File: src/rtl/fifo_frame_pkg.sv
// Shared definitions for the FIFO frame writer and the read-side frame checker.
package fifo_frame_pkg;

  localparam int unsigned DEF_DATA_WIDTH = 8;
  localparam int unsigned DEF_MAX_LEN    = 16;
  localparam int unsigned CSUM_MAX_W     = 64;

  typedef enum logic [1:0] {
    IDLE = 2'd0,
    PAY  = 2'd1,
    TRL  = 2'd2
  } frame_state_e;

  // Frame checksum: running sum of payload words modulo 2^width (width <= 64).
  function automatic logic [CSUM_MAX_W-1:0] csum_add(
    input logic [CSUM_MAX_W-1:0] acc,
    input logic [CSUM_MAX_W-1:0] word,
    input int unsigned           width
  );
    logic [CSUM_MAX_W-1:0] mask;
    mask = (width >= CSUM_MAX_W) ? '1 : ((CSUM_MAX_W'(1) << width) - CSUM_MAX_W'(1));
    return (acc + word) & mask;
  endfunction

endpackage

File: src/rtl/fifo_wr_slot.sv
// One-entry output register in front of the FIFO write port, gated by the full flag.
module fifo_wr_slot
  import fifo_frame_pkg::*;
#(
  parameter int unsigned DATA_WIDTH = DEF_DATA_WIDTH
) (
  input  logic                  wr_clk,
  input  logic                  rst,
  input  logic                  load,
  input  logic [DATA_WIDTH-1:0] load_data,
  input  logic                  load_tag,
  input  logic                  fifo_full,
  output logic                  slot_free,
  output logic                  fifo_wr_en,
  output logic [DATA_WIDTH-1:0] fifo_data,
  output logic                  out_vld,
  output logic                  tag_wr
);

  logic [DATA_WIDTH-1:0] out_data;
  logic                  out_tag;

  assign fifo_wr_en = out_vld & ~fifo_full;
  assign slot_free  = ~out_vld | fifo_wr_en;
  assign fifo_data  = out_data;
  assign tag_wr     = fifo_wr_en & out_tag;

  // A new load may overwrite the word leaving this cycle; otherwise the word holds until written.
  always_ff @(posedge wr_clk or posedge rst) begin
    if (rst) begin
      out_vld  <= 1'b0;
      out_data <= '0;
      out_tag  <= 1'b0;
    end else if (load) begin
      out_vld  <= 1'b1;
      out_data <= load_data;
      out_tag  <= load_tag;
    end else if (fifo_wr_en) begin
      out_vld  <= 1'b0;
      out_tag  <= 1'b0;
    end
  end

endmodule

File: src/rtl/fifo_frame_writer.sv
// Wraps a valid/ready payload stream as header(seq), payload, trailer(checksum) into the write-side FIFO.
module fifo_frame_writer
  import fifo_frame_pkg::*;
#(
  parameter int unsigned DATA_WIDTH = DEF_DATA_WIDTH,
  parameter int unsigned MAX_LEN    = DEF_MAX_LEN
) (
  input  logic                  wr_clk,
  input  logic                  rst,
  input  logic                  s_valid,
  output logic                  s_ready,
  input  logic [DATA_WIDTH-1:0] s_data,
  input  logic                  s_last,
  input  logic                  fifo_full,
  output logic                  fifo_wr_en,
  output logic [DATA_WIDTH-1:0] fifo_data,
  output logic                  frame_done,
  output logic                  trunc,
  output logic                  busy
);

  localparam int unsigned CNT_W = $clog2(MAX_LEN);
  localparam logic [CNT_W-1:0] CNT_LAST = CNT_W'(MAX_LEN - 1);

  frame_state_e          state_q, state_d;
  logic [DATA_WIDTH-1:0] seq_q, seq_d;
  logic [DATA_WIDTH-1:0] sum_q, sum_d;
  logic [CNT_W-1:0]      cnt_q, cnt_d;

  logic                  load;
  logic [DATA_WIDTH-1:0] load_data;
  logic                  load_tag;
  logic                  slot_free;
  logic                  out_vld;

  fifo_wr_slot #(
    .DATA_WIDTH (DATA_WIDTH)
  ) u_slot (
    .wr_clk     (wr_clk),
    .rst        (rst),
    .load       (load),
    .load_data  (load_data),
    .load_tag   (load_tag),
    .fifo_full  (fifo_full),
    .slot_free  (slot_free),
    .fifo_wr_en (fifo_wr_en),
    .fifo_data  (fifo_data),
    .out_vld    (out_vld),
    .tag_wr     (frame_done)
  );

  assign busy = (state_q != IDLE) | out_vld;

  always_ff @(posedge wr_clk or posedge rst) begin
    if (rst) begin
      state_q <= IDLE;
      seq_q   <= '0;
      sum_q   <= '0;
      cnt_q   <= '0;
    end else begin
      state_q <= state_d;
      seq_q   <= seq_d;
      sum_q   <= sum_d;
      cnt_q   <= cnt_d;
    end
  end

  // Next state and slot loads; every step that writes the slot waits for slot_free.
  always_comb begin
    state_d   = state_q;
    seq_d     = seq_q;
    sum_d     = sum_q;
    cnt_d     = cnt_q;
    load      = 1'b0;
    load_data = '0;
    load_tag  = 1'b0;
    s_ready   = 1'b0;
    trunc     = 1'b0;
    unique case (state_q)
      IDLE: begin
        if (s_valid && slot_free) begin
          load      = 1'b1;
          load_data = seq_q;
          sum_d     = '0;
          cnt_d     = '0;
          state_d   = PAY;
        end
      end
      PAY: begin
        s_ready = slot_free;
        if (s_valid && slot_free) begin
          load      = 1'b1;
          load_data = s_data;
          sum_d     = DATA_WIDTH'(csum_add(CSUM_MAX_W'(sum_q), CSUM_MAX_W'(s_data), DATA_WIDTH));
          cnt_d     = cnt_q + CNT_W'(1);
          if (s_last || (cnt_q == CNT_LAST)) begin
            state_d = TRL;
            trunc   = ~s_last;
          end
        end
      end
      TRL: begin
        if (slot_free) begin
          load      = 1'b1;
          load_data = sum_q;
          load_tag  = 1'b1;
          seq_d     = seq_q + DATA_WIDTH'(1);
          state_d   = IDLE;
        end
      end
      default: state_d = IDLE;
    endcase
  end

endmodule

File: config.mk
export PLATFORM = sky130hd
export DESIGN_NAME = fifo_frame_writer
export DESIGN_NICKNAME = d
export VERILOG_FILES = /design/src/rtl/fifo_frame_pkg.sv /design/src/rtl/fifo_wr_slot.sv /design/src/rtl/fifo_frame_writer.sv
export SDC_FILE = /design/constraint.sdc
export NUM_CORES = 1
export LEC_CHECK = 0
export BUFFER_PORTS_ARGS = -buffer_cell sky130_fd_sc_hd__buf_2
export CAP_MARGIN = 20
export CORE_UTILIZATION = 35
export CTS_BUF_LIST = sky130_fd_sc_hd__clkbuf_16
export CTS_CLUSTER_SIZE = 30
export DETAILED_ROUTE_END_ITERATION = 16
export PLACE_DENSITY = 0.61
export SLEW_MARGIN = 0
export SYNTH_ARGS = -nofsm -noshare
export SYNTH_HDL_FRONTEND = slang
export SYNTH_SLANG_ARGS = --single-unit
File: constraint.sdc
create_clock -name wr_clk -period 2 [get_ports wr_clk]
set_input_delay 0.3 -clock wr_clk [delete_from_list [all_inputs] [get_ports wr_clk]]
set_output_delay 0.3 -clock wr_clk [all_outputs]
set_load 0.02 [all_outputs]
==> out/results.ini, run 1 <==
[setup_path]
worst_setup_path_start_kind=flop
crit_slowest_cell=or4_4
crit_chain=ha_1 > a211o_4 > a21oi_2 > nor3_1 > or4_4 > o211ai_2
worst_setup_path_end_kind=flop
cp_top_family=simple AND/OR/NAND/NOR gates
critPathArrivalTime_ns=2.12
criticalPathCategory=flop to flop
worstPathRequired_ns=2.19
worst-path-buf-inv=0
worstPathMaxFanout=2
max_stage_delay_ns=0.51

[floorplanning]
core_um2=4723
fp.dieW_um=72.11
num_rows=25
io_pins=26
start_util_pct=36.42
dieArea_um2=5200
dieHeight_um=72.11

[clock_tree]
root_buffer=clkbuf_16
cts_max_path_buffers=2
clk_latency_ns=0.27
clk_pin_slew_ns=0.05
post-cts-setup-buffers=0
tritoncts=built
clkSinkCount=32
numCtsBuffers=5
h-tree-depth=2

[cells_and_area]
area_growth_pct=22.76
multi_input_area_um2=898.4
fillerInstances=455
stdcell_area_um2=2112
final_util_pct=44.72
num-nets-final=223
drive_above_1_share_pct=24.50
seqCellArea_um2=800.8
diodes=0

[sta]
rsz0062_at_grt=no
slew_headroom_pct=63.23
holdWs_ns=0.1033
final-hold-violation-count=0
max_freq_ghz=0.5199
min_period_over_period_pct=96.17
tightestPinTransition_ns=0.5495
slew_violations=0
setup_tns_ns=0
min_period_ns=1.923
setup_viol=0
worst_slack_ns=0.07652
finClkSkew_ns=0.004080

[global_routing]
grt_pass1_wl_um=6189
grtUsageTotal_pct=15.81
grt-ovfl-total=0
grt_max_degree=33
grt_pass1_vias=1282
grt_antenna_before_repair=0

[synthesis]
async_flop_share_pct=100.0
yosysWarnings=0
synth_flop_cell=dfrtp_1
synth_nets=188
synthesis.area_um2=1720
ys_seq_area_share_pct=46.55
synth-seq-cells=32
syn_inst=165
synth_enable_flop_cells=0
synth_cell_type_count=46
synth.avg_cell_area_um2=10.43

[placement]
numPortBuffers=25
post-place-ws_ns=0.02296
gp_congestion=0.7885
place_area_um2=1968
dp_hpwl_um=2742

[routing]
drc_errors=0
topRoutingLayerUsed=met4
drt-total-wl_um=3763
ant_nets=0
dr_wl_met3_um=210
viasPerCell=5.184
met2_length_um=1725
vias=1384
dr.pass1.iters=5
first_iter_violations=86
wl_per_cell_um=14.09
routedLengthMet1_um=1761

[worst_hold_path]
worstHoldPathType=primary input to asynchronous set/reset pin

[run_status]
status=finished clean

[run]
max-cap-violations=0

[power]
ir_drop_mv=0.4740
p_per_area_nw_per_um2=1420
p_leak_nw=1.032

-- kinds of logic after synthesis --
| kind of cell | count (synthesis) | synth area share [%] |
|---|---|---|
| AO/OA/AOI/OAI | 41 | 18.84 |
| XOR/XNOR | 13 | 6.618 |
| adder cells (fa/ha/maj) | 10 | 7.709 |
| buffers and inverters | 8 | 1.891 |
| flip-flops | 32 | 46.55 |
| multiplexers | 2 | 1.236 |
| AND/OR/NAND/NOR | 59 | 17.16 |
-- registers in the layout (all words and copies together) (netlist names) --
register,cells
sum_q,8
u_slot.out_tag,1
state_q,2
u_slot.fifo_data,8
cnt_q,4
u_slot.out_vld,1
seq_q,8
-- per-stage QoR --
stage	std cells	power [W]
after detailed placement	260	0.002304
final	267	0.002998
after floorplan	165	0.001933
after global routing	267	0.003217
after CTS	267	0.003010
after global placement	260	0.002289
-- cell usage after synthesis (2+ instances only) --
library cell	number	area [um2]
nand2b_1	2	12.51
nor2b_1	2	12.51
a21o_1	3	22.52
dfrtp_1	32	800.8
nor3b_1	3	22.52
xnor2_1	5	43.79
xor2_1	8	70.07
nand4_1	2	12.51
clkbuf_1	3	11.26
nand2_1	22	82.58
ha_1	9	112.6
inv_1	3	11.26
nand3_1	4	20.02
a222oi_1	8	80.08
a22o_1	3	26.28
a21oi_1	9	45.04
o21ai_1	4	20.02
nor2_1	11	41.29
nor3_1	2	10.01
or2_1	3	18.77
buf_2	2	10.01
-- repair_timing --
| action | in CTS | in global routing |
|---|---|---|
| hold buffers | 0 | 0 |
| endpoints found under the setup margin | 1 | 2 |
| gates cloned | 0 | 0 |
| gates resized for setup | 1 | 2 |
-- power breakdown --
group / internal [W] / leakage (nW) / switching (W)
Combinational: 0.000547 / 0.557 / 0.000667
Sequential: 0.000886 / 0.410 / 0.000206
Clock: 0.000444 / 0.0648 / 0.000249
Total: 0.00188 / 1.03 / 0.00112
-- layer usage --
metal | global-route usage [%] | up-vias
li1 | - | 677
met1 | 21.31 | 660
met2 | 24.82 | 41
met3 | 3.611 | 6
met4 | 5.882 | 0
met5 | 0 | -
-- worst paths after layout --
| kind | start | end | slack [ns] | cells past startpoint |
|---|---|---|---|---|
| max in group asynchronous | rst | u_slot.fifo_data[1] | 1.60 | 3 |
| hold reg to reg | u_slot.fifo_data[3] | u_slot.fifo_data[3] | 0.47 | 2 |
| min in group wr_clk | s_data[2] | u_slot.fifo_data[2] | 0.31 | 3 |
| hold / removal | rst | u_slot.fifo_data[7] | 0.10 | 3 |
| setup / recovery | sum_q[1] | sum_q[7] | 0.08 | 6 |
| setup reg to reg | sum_q[1] | sum_q[7] | 0.08 | 6 |
-- worst register-to-register path: stages (launching register included) --
cell	delay, ns
dfrtp_1	0.38
ha_1	0.31
a211o_4	0.34
a21oi_2	0.16
nor3_1	0.08
or4_4	0.51
o211ai_2	0.07
-- cells in the final DEF (no fill, tap or decap), drive strengths merged, types with 3 or more instances in the layout --
cell type	count
a222oi	8
or2	4
a21oi	10
buf	33
xnor2	5
dfrtp	32
xor2	8
inv	3
ha	9
nor3b	3
nor3	3
nand2	22
nand3	4
clkbuf	5
a21o	3
o21ai	5
nor2	11
a22o	3
-- area by class of cell --
cell class,count,area share [%]
clock buffer,5,5.924
sequential,32,37.91
tap,67,3.969
multi-input combinational,125,42.54
inverter,3,0.5332
timing repair buffer,33,8.768
clock inverter,2,0.3554
(Power assumes the default switching activity.)
==> inputs of run 2 (changes only) <==
Settings changed: PLACE_DENSITY 0.61 to not set.
==> out/results.ini, run 2 (synthesis gave the netlist of run 1 again) <==
[run_status]
status=finished clean

[floorplanning]
core_um2=4723  ; unchanged
start_util_pct=36.42  ; unchanged
fp.dieW_um=72.11  ; unchanged
dieArea_um2=5200  ; unchanged
dieHeight_um=72.11  ; unchanged
io_pins=26  ; unchanged
num_rows=25  ; unchanged

[global_routing]
grt-ovfl-total=0  ; unchanged
grt_pass1_wl_um=6872  ; +11%
grtUsageTotal_pct=17.87  ; +2.1 points
grt_max_degree=33  ; unchanged
grt_antenna_before_repair=0  ; unchanged
grt_pass1_vias=1453  ; +13%

[routing]
drt-total-wl_um=4116  ; +9.4%
viasPerCell=5.152  ; -0.61%
dr.pass1.iters=4  ; -1
wl_per_cell_um=15.24  ; +8.2%
ant_nets=0  ; unchanged
first_iter_violations=67  ; -22%
drc_errors=0  ; unchanged
vias=1391  ; +0.51%

[clock_tree]
cts_hold_buf=0  ; unchanged
tritoncts=built
clkSinkCount=32  ; unchanged
root_buffer=clkbuf_16
clk_latency_ns=0.28  ; about the same
post-cts-setup-buffers=0  ; unchanged
cts_max_path_buffers=2  ; unchanged
h-tree-depth=2  ; unchanged
clk_pin_slew_ns=0.05  ; about the same
cts_resized=1  ; unchanged
numCtsBuffers=5  ; unchanged

[cells_and_area]
drive_above_1_share_pct=25.62  ; +1.1 points
num-nets-final=225  ; +0.90%
fillerInstances=442  ; -2.9%
area_growth_pct=25.16
seqCellArea_um2=800.8  ; unchanged
multi_input_area_um2=893.4  ; -0.56%
layout_common_cells=dfrtp_1, buf_2, nand2_1
final_common_cell=dfrtp_1
diodes=0  ; unchanged

[setup_path]
critPathArrivalTime_ns=1.63  ; -0.49 ns
max_stage_delay_ns=0.42  ; -0.09 ns
crit_chain=a21bo_2 > or2_4 > nor3_1 > buf_2
r2r_cells=6  ; unchanged
crit_slowest_cell=dfrtp_1
reg2reg_from=sum_q[3]
worst_setup_path_end_kind=output pin
cp_top_family=simple AND/OR/NAND/NOR gates
worstPathMaxFanout=8  ; +6
reg2reg_to=sum_q[7]
worstPathRequired_ns=1.70  ; -0.49 ns
r2r_slack_ns=0.07  ; about the same
criticalPathCategory=flop to output pin
cp.depth=4  ; -2
worst_setup_path_start_kind=flop
worst-path-buf-inv=1  ; +1

[sta]
slew_headroom_pct=67.85  ; +4.6 points
min_period_over_period_pct=96.67  ; +0.50 points
setup_viol=0  ; unchanged
worst_slack_ns=0.06650  ; -0.01002 ns
min_period_ns=1.933  ; +0.01002 ns
setup_tns_ns=0  ; unchanged
rsz0062_at_grt=no
final-hold-violation-count=0  ; unchanged
max_freq_ghz=0.5172  ; -0.52%
tightestPinTransition_ns=0.4822  ; -0.06732 ns
slew_violations=0  ; unchanged
holdWs_ns=0.1087  ; +0.005342 ns
finClkSkew_ns=0.004671  ; +0.0005910 ns

[placement]
dp_hpwl_um=2938  ; +7.2%
numPortBuffers=25  ; unchanged
gp_congestion=0.8347  ; +5.9%
post-place-ws_ns=0.01548  ; -0.007482 ns

[worst_hold_path]
worstHoldPathType=primary input to asynchronous set/reset pin

[power]
p_per_area_nw_per_um2=1484  ; +4.5%
p_leak_nw=1.062  ; +2.9%
power_w=0.003195  ; +6.6%
ir_drop_mv=0.6149  ; +30%

[run]
max-cap-violations=0  ; unchanged

run 2: cell types whose count changed in the layout (fill, tap and decap cells not counted):
cell | before | now
buf_4 | 8 | 10
bufinv_16 | 0 | 1
clkinv_1 | 2 | 0
clkinv_2 | 0 | 1
inv_1 | 3 | 4
nor3_1 | 1 | 2
nor3_2 | 2 | 1
run 2: through the flow:
| stage | utilization (%) | std cells | cell area [um2] |
|---|---|---|---|
| after global routing | 45.59 | 270 | 2153 |
| final | 45.59 | 270 | 2153 |
| after detailed placement | 41.99 | 262 | 1983 |
| after CTS | 45.51 | 270 | 2150 |
| after floorplan | - | 165 | 1720 |
| after global placement | 41.99 | 262 | 1983 |
run 2: power breakdown:
part / total, W / leakage [nW] / switching (W) / internal, W
combinational: 0.00125 / 0.567 / 0.000683 / 0.000565
sequential: 0.00110 / 0.410 / 0.000215 / 0.000886
clock: 0.000846 / 0.0850 / 0.000266 / 0.000580
run 2: final cells by class:
type	count	share of cell area (%)
flip-flops and latches	32	37.19
well taps	67	3.893
clock inverters	3	1.801
clock buffers	5	5.811
multi-input cells	125	41.49
repair buffers	35	9.297
inverters	3	0.5230
run 2: per-layer routing:
metal  track usage, %  wire length (um)  up-vias
met5                0                 0        -
met4            8.279                90        0
met3            5.694               251       10
met2            27.31              1897       47
met1            23.12              1877      655
li1                 -                 -      679
run 2: how the worst max path moves through the flow:
stage,from,to
finish,u_slot.out_vld,trunc
global placement,s_data[1],sum_q[7]
global route,sum_q[4],sum_q[7]
detailed placement,s_data[1],sum_q[7]
floorplan,sum_q[4],sum_q[7]
CTS,u_slot.out_vld,trunc
run 2: worst min-delay path: cells and delay by family:
family	cells	cell delay [ns]
buffers and inverters	3	0.50
